--- src/rtl/sram_arb_pkg.sv ---
// Shared owner tags, FSM encodings and access-size codes for the SRAM port arbiter.
package sram_arb_pkg;

  localparam logic OWNER_INST = 1'b0;
  localparam logic OWNER_DATA = 1'b1;

  typedef enum logic [1:0] {
    ST_IDLE      = 2'd0,
    ST_LOCK_INST = 2'd1,
    ST_LOCK_DATA = 2'd2
  } arb_state_e;

  localparam logic [1:0] SIZE_BYTE = 2'd0;
  localparam logic [1:0] SIZE_HALF = 2'd1;
  localparam logic [1:0] SIZE_WORD = 2'd2;

  function automatic arb_state_e lock_state(input logic owner);
    return (owner == OWNER_DATA) ? ST_LOCK_DATA : ST_LOCK_INST;
  endfunction

endpackage

--- src/rtl/sram_arb_owner_fifo.sv ---
// 1-bit owner-tag FIFO recording who issued each accepted request, so in-order responses
// can be routed back. A separate count register gives full/empty; pointers wrap modulo DEPTH.
module sram_arb_owner_fifo #(
  parameter int DEPTH = 2
) (
  input  logic clk,
  input  logic resetn,
  input  logic push,
  input  logic push_owner,
  input  logic pop,
  output logic head,
  output logic full,
  output logic empty
);

  localparam int PTR_W = (DEPTH > 1) ? $clog2(DEPTH) : 1;
  localparam int CNT_W = $clog2(DEPTH + 1);

  logic [DEPTH-1:0] slot_q, slot_d;
  logic [PTR_W-1:0] wr_ptr_q, wr_ptr_d;
  logic [PTR_W-1:0] rd_ptr_q, rd_ptr_d;
  logic [CNT_W-1:0] count_q, count_d;

  function automatic logic [PTR_W-1:0] ptr_inc(input logic [PTR_W-1:0] p);
    return (p == PTR_W'(DEPTH - 1)) ? '0 : p + PTR_W'(1);
  endfunction

  // NOTE: every signal assigned here gets a default first, so no path leaves it unassigned (no latch).
  always_comb begin
    slot_d   = slot_q;
    wr_ptr_d = wr_ptr_q;
    rd_ptr_d = rd_ptr_q;
    count_d  = count_q;
    if (push) begin
      slot_d[wr_ptr_q] = push_owner;
      wr_ptr_d         = ptr_inc(wr_ptr_q);
    end
    if (pop) begin
      rd_ptr_d = ptr_inc(rd_ptr_q);
    end
    if (push && !pop) begin
      count_d = count_q + CNT_W'(1);
    end else if (pop && !push) begin
      count_d = count_q - CNT_W'(1);
    end
  end

  // NOTE: state flops use non-blocking assignments so every flop samples pre-edge values.
  always_ff @(posedge clk or negedge resetn) begin
    if (!resetn) begin
      wr_ptr_q <= '0;
      rd_ptr_q <= '0;
      count_q  <= '0;
    end else begin
      wr_ptr_q <= wr_ptr_d;
      rd_ptr_q <= rd_ptr_d;
      count_q  <= count_d;
    end
  end

  // NOTE: tag storage is deliberately not reset; a slot is only read while count says it holds a live entry.
  always_ff @(posedge clk) begin
    slot_q <= slot_d;
  end

  assign head  = slot_q[rd_ptr_q];
  assign full  = (count_q == CNT_W'(DEPTH));
  assign empty = (count_q == '0);

endmodule

--- src/rtl/sram_port_arbiter.sv ---
// Arbitrates the instruction and data requesters onto one SRAM-like port and routes responses by owner tag.
// Macro SRAM_ARB_RR_EN selects round-robin arbitration; SRAM_ARB_ASSERT_EMPTY enables the stray-response check.
module sram_port_arbiter
  import sram_arb_pkg::*;
#(
  parameter int MAX_OUTSTANDING = 2,
  parameter int ADDR_W          = 32,
  parameter int DATA_W          = 32
) (
  input  logic                clk,
  input  logic                resetn,

  input  logic                inst_req,
  input  logic                inst_wr,
  input  logic [1:0]          inst_size,
  input  logic [DATA_W/8-1:0] inst_wstrb,
  input  logic [ADDR_W-1:0]   inst_addr,
  input  logic [DATA_W-1:0]   inst_wdata,
  output logic                inst_addr_ok,
  output logic                inst_data_ok,
  output logic [DATA_W-1:0]   inst_rdata,

  input  logic                data_req,
  input  logic                data_wr,
  input  logic [1:0]          data_size,
  input  logic [DATA_W/8-1:0] data_wstrb,
  input  logic [ADDR_W-1:0]   data_addr,
  input  logic [DATA_W-1:0]   data_wdata,
  output logic                data_addr_ok,
  output logic                data_data_ok,
  output logic [DATA_W-1:0]   data_rdata,

  output logic                mem_req,
  output logic                mem_wr,
  output logic [1:0]          mem_size,
  output logic [DATA_W/8-1:0] mem_wstrb,
  output logic [ADDR_W-1:0]   mem_addr,
  output logic [DATA_W-1:0]   mem_wdata,
  input  logic                mem_addr_ok,
  input  logic                mem_data_ok,
  input  logic [DATA_W-1:0]   mem_rdata
);

  arb_state_e state_q, state_d;
  logic grant_owner;
  logic grant_valid;
  logic fifo_full;
  logic fifo_empty;
  logic fifo_head;
  logic pop;
  logic stall;
  logic accept;

`ifdef SRAM_ARB_RR_EN
  logic last_q, last_d;
`endif

  always_comb begin
    grant_owner = OWNER_DATA;
    grant_valid = 1'b0;
    case (state_q)
      ST_LOCK_INST: begin
        grant_owner = OWNER_INST;
        grant_valid = inst_req;
      end
      ST_LOCK_DATA: begin
        grant_owner = OWNER_DATA;
        grant_valid = data_req;
      end
      default: begin
        grant_valid = inst_req | data_req;
        if (inst_req && data_req) begin
`ifdef SRAM_ARB_RR_EN
          grant_owner = ~last_q;
`else
          grant_owner = OWNER_DATA;
`endif
        end else begin
          grant_owner = data_req ? OWNER_DATA : OWNER_INST;
        end
      end
    endcase
  end

  // A response popping this cycle frees a slot, so a full FIFO may still accept alongside it.
  assign pop    = mem_data_ok & ~fifo_empty;
  assign stall  = fifo_full & ~pop;
  assign mem_req = resetn & grant_valid & ~stall;
  assign accept  = mem_req & mem_addr_ok;

  assign inst_addr_ok = accept & (grant_owner == OWNER_INST);
  assign data_addr_ok = accept & (grant_owner == OWNER_DATA);
  assign inst_data_ok = pop & (fifo_head == OWNER_INST);
  assign data_data_ok = pop & (fifo_head == OWNER_DATA);
  assign inst_rdata   = resetn ? mem_rdata : '0;
  assign data_rdata   = resetn ? mem_rdata : '0;

  always_comb begin
    mem_wr    = 1'b0;
    mem_size  = '0;
    mem_wstrb = '0;
    mem_addr  = '0;
    mem_wdata = '0;
    if (resetn) begin
      if (grant_owner == OWNER_DATA) begin
        mem_wr    = data_wr;
        mem_size  = data_size;
        mem_wstrb = data_wstrb;
        mem_addr  = data_addr;
        mem_wdata = data_wdata;
      end else begin
        mem_wr    = inst_wr;
        mem_size  = inst_size;
        mem_wstrb = inst_wstrb;
        mem_addr  = inst_addr;
        mem_wdata = inst_wdata;
      end
    end
  end

  always_comb begin
    state_d = state_q;
    case (state_q)
      ST_IDLE: begin
        if (mem_req && !mem_addr_ok) state_d = lock_state(grant_owner);
      end
      ST_LOCK_INST, ST_LOCK_DATA: begin
        if (accept) state_d = ST_IDLE;
      end
      default: state_d = ST_IDLE;
    endcase
  end

  always_ff @(posedge clk or negedge resetn) begin
    if (!resetn) begin
      state_q <= ST_IDLE;
    end else begin
      state_q <= state_d;
    end
  end

`ifdef SRAM_ARB_RR_EN
  always_comb begin
    last_d = last_q;
    if (accept) last_d = grant_owner;
  end

  always_ff @(posedge clk or negedge resetn) begin
    if (!resetn) begin
      last_q <= OWNER_INST;
    end else begin
      last_q <= last_d;
    end
  end
`endif

  sram_arb_owner_fifo #(
    .DEPTH(MAX_OUTSTANDING)
  ) u_owner_fifo (
    .clk       (clk),
    .resetn    (resetn),
    .push      (accept),
    .push_owner(grant_owner),
    .pop       (pop),
    .head      (fifo_head),
    .full      (fifo_full),
    .empty     (fifo_empty)
  );

`ifdef SRAM_ARB_ASSERT_EMPTY
  always_ff @(posedge clk) begin
    if (resetn) begin
      assert (!(mem_data_ok && fifo_empty))
        else $error("sram_port_arbiter: mem_data_ok with no outstanding request");
    end
  end
`endif

endmodule

--- config.mk ---
export PLATFORM = sky130hd
export DESIGN_NAME = sram_port_arbiter
export DESIGN_NICKNAME = d
export VERILOG_FILES = /design/src/rtl/sram_arb_pkg.sv /design/src/rtl/sram_arb_owner_fifo.sv /design/src/rtl/sram_port_arbiter.sv
export SDC_FILE = /design/constraint.sdc
export NUM_CORES = 1
export LEC_CHECK = 0
export CORE_AREA = 2 2 125 127
export DETAILED_ROUTE_END_ITERATION = 12
export DIE_AREA = 0 0 127 129
export GPL_ROUTABILITY_DRIVEN = 0
export HOLD_SLACK_MARGIN = 0.08
export PLACE_DENSITY_LB_ADDON = 0.25
export SETUP_SLACK_MARGIN = 0.05
export SLEW_MARGIN = 20
export SYNTH_ARGS = -nofsm -noshare
export SYNTH_HDL_FRONTEND = slang
export SYNTH_SLANG_ARGS = --single-unit
export TNS_END_PERCENT = 10
--- constraint.sdc ---
create_clock -name clk -period 2.2 [get_ports clk]
set_clock_uncertainty 0.2 [all_clocks]
set_input_delay 0.33 -clock clk [delete_from_list [all_inputs] [get_ports clk]]
set_output_delay 0.33 -clock clk [all_outputs]
set_load 0.01 [all_outputs]
# Word-level counts from Yosys, hierarchy flattened

Cells that the tools add are included.

Equality and inequality tests: 5
Reduce and logical (&&, ||, !) cells: 13
Multiply operators: 0
Add/subtract/negate cells: 4
Div/mod/pow operators: 0
$lt $le $gt $ge: 3
Bitwise operators: 15
Multiplexer cells: 28
Shift operators: 0

Operators by type and width:

| operator                                            | count |
|---|---|
| 2-to-1 mux 32 bit                                   | 5 |
| 2-to-1 mux 2 bit                                    | 7 |
| bitwise AND 1 bit                                   | 9 |
| 2-to-1 mux 1 bit                                    | 9 |
| 2-to-1 mux 4 bit                                    | 2 |
| logical AND 1 bit                                   | 5 |
| inverter 1 bit                                      | 5 |
| == test 2 bit (second input constant)               | 2 |
| logical NOT 2 bit                                   | 2 |
| < comparator 1 x 2 -> 1 bit (second input constant) | 2 |
| != test 2 bit (second input constant)               | 2 |
| one-hot mux 1 bit (2 select lines)                  | 2 |
| one-hot mux 2 bit (2 select lines)                  | 1 |
| logical NOT 1 bit                                   | 3 |
| adder 1 bit (second input constant)                 | 2 |
| adder 2 x 1 -> 2 bit (second input constant)        | 1 |
| bitwise mux 2 bit                                   | 1 |
| == test 2 x 1 -> 1 bit (second input constant)      | 1 |
| AND reduction 2 bit                                 | 1 |
| nonzero test 2 bit                                  | 1 |
| OR reduction 2 bit                                  | 1 |
| subtractor 2 x 1 -> 2 bit (second input constant)   | 1 |
| demux 1 bit (select 1 bit)                          | 1 |
| >= comparator 1 bit (second input constant)         | 1 |
| bitwise OR 1 bit                                    | 1 |

Bits in writable memories: 0
Memories kept: 0
Bits in registers: 8
Input port bits: 180
ROM bits: 0
Logic and storage cells: 73
Bits in latches: 0
Output and inout port bits: 140

# Longest topological paths before layout

Depth in word-level cells: 12
Mapped depth: 9

# Modules after synthesis

Synthesis repeated with hierarchy kept, for this count alone.

Cells, all modules: 350
Area, all modules: 1,938.1 um^2

By module, submodules not included:

| module              | cells each | area each (um^2) | instances |
|---|---|---|---|
| sram_port_arbiter   | 331        | 1,677.9          | 1 |
| sram_arb_owner_fifo | 19         | 260.2            | 1 |

# Worst setup path before layout

Ideal clock, no wire load.

Kind: reg-to-output
Start: register state_q[0]
End: output mem_wr
Arrival time: 1.711 ns
Slack: -0.041 ns
Required time: 1.670 ns
Stages on the path, launching flop included: 7
Cell sequence: dfrtp_1 > inv_1 > ha_1 > mux2i_4 > buf_6 > nand2_1 > a21boi_1

Cells in the longest elaborated chain, start to end: 4
Elaborated cells on any way between the ends: 5

RTL lines:

| what                                                    | RTL line                 | RTL |
|---|---|---|
| start, declared                                         | sram_port_arbiter.sv:44  | `arb_state_e state_q, state_d;` |
| start signal, assigned                                  | sram_port_arbiter.sv:138 | `state_q <= state_d;` |
| == test 2 bit or == test 2 x 1 -> 1 bit (tied branches) | sram_port_arbiter.sv:61  | `case (state_q)` |
| one-hot mux 1 bit (2 select lines) (*)                  | sram_port_arbiter.sv:61  |  |
| 2-to-1 mux 1 bit (*)                                    | sram_port_arbiter.sv:105 | `if (grant_owner == OWNER_DATA) begin` |
| 2-to-1 mux 1 bit (*)                                    | sram_port_arbiter.sv:104 | `if (resetn) begin` |
| end, declared                                           | sram_port_arbiter.sv:34  | `output logic mem_wr,` |

Mark *: on every way between the ends. The rest lies on a longest branch, timed or not.

# Final worst setup path

Start: register state_q[1]
End: output mem_wdata[18]

Cells in the longest elaborated chain, start to end: 4
Elaborated cells on any way between the ends: 5

RTL lines:

| what                                                    | RTL line                 | RTL |
|---|---|---|
| == test 2 bit or == test 2 x 1 -> 1 bit (tied branches) | sram_port_arbiter.sv:61  |  |
| one-hot mux 1 bit (2 select lines) (*)                  | sram_port_arbiter.sv:61  |  |
| 2-to-1 mux 32 bit (*)                                   | sram_port_arbiter.sv:105 |  |
| 2-to-1 mux 32 bit (*)                                   | sram_port_arbiter.sv:104 |  |
| end, declared                                           | sram_port_arbiter.sv:38  | `output logic [DATA_W-1:0] mem_wdata,` |

Marked as above.

==> impl_summary.txt <==
----------------------------------------------------
[Run status]
  Outcome ... finished with violations
  Violated checks ... negative setup slack

[Synth]
  Number of warnings reported in the yosys synthesis log ... 0
  Cells after synthesis ... 346
  Part of the Yosys area used for sequential elements ... 8.42%
  Synthesized area ... 0.00250 mm²
  Post-Synth XOR/XNOR Area ... 1.75%
  Largest cells by area after synthesis ... sky130_fd_sc_hd__a21boi_2, sky130_fd_sc_hd__nand2_1, sky130_fd_sc_hd__buf_4
  Synthesized flop and latch total ... 8
  Fraction of registers with async set or reset after synthesis ... 75.0%
  Dominant cell by count in the synthesized netlist ... sky130_fd_sc_hd__nand2_1
  Count of different cell masters after synthesis ... 31
  Post-synthesis compound-gate area fraction ... 35.2%
  Area fraction of the dominant cell type after synthesis ... approximately 31%
  Number of synthesized flops with an enable pin ... 2
  Adder-cell share of the synthesized area ... 2.00%
  Top cells by instance count after synthesis ... sky130_fd_sc_hd__nand2_1, sky130_fd_sc_hd__a21boi_2, sky130_fd_sc_hd__and2_1, sky130_fd_sc_hd__buf_4, sky130_fd_sc_hd__clkbuf_1
  Post-synthesis net count ... 530
  Prevailing post-synth register cell ... sky130_fd_sc_hd__dfrtp_1
  Per-instance average area after synthesis ... 7.22 µm²
  Largest family of logic cells by synthesized area ... compound AO/OA/AOI/OAI gates
  Simple-gate area share of the yosys netlist ... a little under a third
  Portion of netlist area occupied by mux cells ... around 1.3%
  Yosys top cell by area ... sky130_fd_sc_hd__a21boi_2

[Drt]
  Number of detailed-routing iterations run before antenna repair ... 4
  Post-route DRC ... 0
  Antenna-violating nets left ... 0
  Drt wl/cell ... 15.7 µm
  Count of vias placed by the detailed router ... about 3500
  Via/cell ratio ... 4.13
  Routed wire length ... 13.3 mm
  Initial detailed-routing violation count ... 104

[Cells and area]
  Fraction of layout cells with a size suffix above 1 ... 36.5%
  Non-filler instance count after layout ... 848
  Final design area excluding fillers ... just over 0.006 mm²
  Area added between synthesis and finish ... 142%
  Fillers ... 1538
  Antenna cell count ... 0
  Final #Nets ... roughly 850

[STA]
  Setup violation total in the final timing report ... between 70 and 80
  Pins over their slew limit ... 0
  Final Hold Violating Endpoints ... 0
  Sum Neg Setup Slack ... -21.99 ns
  Setup slack of the critical path after layout ... -0.388 ns
  Highest achievable clock rate ... 386 MHz
  Setup repair after global routing missed its margin ... yes
  Part of the cycle the worst path needs ... 118%
  Worst Max-Slew Pin Slew ... 0.231 ns
  Final min period ... around 2.6 ns
  Relative slew margins ... about 84%

[Floorplan]
  Vert. Die Dim ... 129 µm
  Core footprint ... 0.0150 mm²
  Die extent in x ... 127 µm
  Total die area ... about 0.016 mm²
  Number of rows created at floorplan ... 45
  Ports placed on the boundary ... 320
  Initial cell density of the core ... between 10% and 20%

[Setup path]
  Biggest fanout along the worst timing path ... 5
  Critical path data required time ... 1.67 ns
  Worst path max stage delay ... between 0.3 and 0.4 ns
  Cell Chain, Critical Path ... inv_2 > ha_4 > mux2i_4 > buf_12 > buf_12 > inv_16 > buf_12 > clkbuf_16 > nand2_4 > a21boi_2 > buf_2
  Crit end category ... primary output
  Critical Path Source Type ... flop
  Crit-path most repeated cell ... sky130_fd_sc_hd__buf_12
  Count of buffer and inverter cells on the critical path ... 7
  Top delay family on crit path ... buffers and inverters
  Crit Reg-Reg Startpoint ... state_q[1]
  Slowest-stage cell, CP ... sky130_fd_sc_hd__dfrtp_1
  Critical setup path kind ... flop to primary output
  Critical path data arrival time ... 2.06 ns
  Launching instance or port of the critical path ... state_q[1]

[Placed design]
  Cell count after placement ... slightly above 800
  DP HPWL ... between 9 and 10 mm
  IO buf count ... approximately 320
  Instance area at placement ... 0.00575 mm²

[Global routing]
  GR Overflow Total ... 0
  Number of antenna violations at the first check in global routing ... 1
  Number of global-route vias before repair ... between 3000 and 4000
  Maximum number of pins on one net before global-route repair ... 64
  Wire length of the first global-routing pass ... 19.4 mm
  GRT Overall Usage ... approximately 15%

[Clocking]
  Source-to-sink clock delay at the later pin of the worst-skew pair ... 0.24 ns
  Root Buffer Master ... sky130_fd_sc_hd__clkbuf_16
  Clock edge transition at the registers on the reported setup and hold paths ... approximately 0.04 ns
  Sink Count ... 8
  Buffer depth of the longest clock path ... 2
  Clock tree from TritonCTS ... built
  Inserted Clock Buffers ... 3
  Maximum level of the CTS H-tree ... 1

[Worst hold path]
  Path type of the worst min-delay path ... flop to flop
  Worst min-delay path startpoint ... u_owner_fifo.wr_ptr_q

[Power and ir drop]
  Worst VDD drop ... 0.000415 V
  Overall power after layout ... 5.06 mW
  Cell area power density ... around 840 mW/mm²
  Static leakage power ... 2.62 nW

[Flow run]
  Max cap viols ... 0

----------------------------------------------------
==> per-layer routing <==
| layer | vias to the layer above | wire length, µm | global-route usage, % |
|---|---|---|---|
| li1 | 1716 | - | - |
| met1 | 1585 | 5090 | 16.9 |
| met2 | 190 | 7030 | 29.2 |
| met3 | 6 | 1100 | 2.91 |
| met4 | 2 | 57 | 2.07 |
| met5 | - | 13 | 0 |
==> cells in the final DEF (no fill, tap or decap), types with 2 or more instances in the layout <==
master,n
sky130_fd_sc_hd__clkdlybuf4s50_1,242
sky130_fd_sc_hd__nand2_1,107
sky130_fd_sc_hd__a21boi_2,70
sky130_fd_sc_hd__buf_2,69
sky130_fd_sc_hd__and2_1,32
sky130_fd_sc_hd__nand2_2,29
sky130_fd_sc_hd__buf_4,24
sky130_fd_sc_hd__buf_12,12
sky130_fd_sc_hd__nand2_4,7
sky130_fd_sc_hd__nor2_1,6
sky130_fd_sc_hd__buf_6,6
sky130_fd_sc_hd__dfrtp_1,6
sky130_fd_sc_hd__buf_16,5
sky130_fd_sc_hd__clkbuf_16,4
sky130_fd_sc_hd__xnor2_1,3
sky130_fd_sc_hd__inv_1,2
sky130_fd_sc_hd__inv_2,2
sky130_fd_sc_hd__o22ai_1,2
sky130_fd_sc_hd__xor2_1,2
sky130_fd_sc_hd__ha_4,2
sky130_fd_sc_hd__ha_1,2
sky130_fd_sc_hd__inv_8,2
sky130_fd_sc_hd__buf_8,2
sky130_fd_sc_hd__edfxtp_1,2
==> per-stage QoR <==
step | setup WS [ns] | hold WS, ns | utilization, %
after global routing | -0.462 | 0.316 | 40.3
after floorplan | 0.0680 | -0.166 | -
final | -0.388 | 0.287 | 40.3
after global placement | -0.572 | 0.145 | 38.4
after detailed placement | -0.587 | 0.146 | 38.4
after CTS | -0.389 | 0.291 | 39.6
==> logic make-up after synthesis <==
kind of cell,after synthesis
adders and majority gates,4
DFF,8
AOI/OAI and AO/OA,80
and+or+nand+nor,185
xor gates and xnor gates,5
buffers and inverters,62
muxes,2
==> worst paths after layout <==
| check | cells past startpoint | endpoint | slack (ns) |
|---|---|---|---|
| worst max-delay path | 11 | mem_wdata[18] | -0.39 |
| worst min-delay path | 1 | u_owner_fifo.wr_ptr_q | 0.29 |
| worst max register to register | 12 | u_owner_fifo.count_q[1] | -0.14 |
| worst min register to register | 1 | u_owner_fifo.wr_ptr_q | 0.29 |
| max in group asynchronous | 4 | u_owner_fifo.count_q[0] | 1.02 |
| min in group asynchronous | 3 | u_owner_fifo.wr_ptr_q | 0.48 |
==> repair_timing <==
action / 4_1_cts / 5_1_grt
pin swaps: 17 / 16
gates resized for setup: 362 / 22
cloned: 6 / 1
hold buffers: 1 / 0
setup endpoints to repair: 78 / 78
endpoints found under the hold margin: 6 / 0
buffers inserted: 14 / 1
==> cell type report <==
| class | count | area (µm²) | area share [%] |
|---|---|---|---|
| flip-flops and latches | 8 | 210 | 3.48 |
| well taps | 188 | 235 | 3.89 |
| clock buffers | 4 | 78.8 | 1.31 |
| repair inverters | 2 | 22.5 | 0.373 |
| multi-input cells | 276 | 1970 | 32.6 |
| repair buffers | 365 | 3490 | 57.8 |
| inverters | 5 | 35.0 | 0.580 |
==> report_power, final <==
| part | internal, mW | total, mW | switching, mW | leakage [nW] |
|---|---|---|---|---|
| clock network | 0.242 | 0.321 | 0.0790 | 0.0382 |
| registers | 0.223 | 0.275 | 0.0519 | 0.0919 |
| logic | 2.39 | 4.47 | 2.07 | 2.49 |
==> worst register-to-register path: stages (launching register included) <==
cell and delay, ns:
sky130_fd_sc_hd__dfrtp_1 0.36, sky130_fd_sc_hd__inv_2 0.06, sky130_fd_sc_hd__buf_4 0.13, sky130_fd_sc_hd__buf_4 0.13, sky130_fd_sc_hd__ha_1 0.18, sky130_fd_sc_hd__a22o_4 0.24, sky130_fd_sc_hd__o2111ai_4 0.22, sky130_fd_sc_hd__buf_6 0.15
sky130_fd_sc_hd__inv_1 0.06, sky130_fd_sc_hd__ha_4 0.15, sky130_fd_sc_hd__xor2_1 0.13, sky130_fd_sc_hd__nor2_1 0.12, sky130_fd_sc_hd__xor2_1 0.14
==> flip-flops by register name, summed over array words and instances, names as in the netlist <==
name,flops
u_owner_fifo.wr_ptr_q,1
u_owner_fifo.count_q,2
u_owner_fifo.slot_q,2
u_owner_fifo.rd_ptr_q,1
state_q,2
No activity file was read; power rests on OpenSTA's default activity.
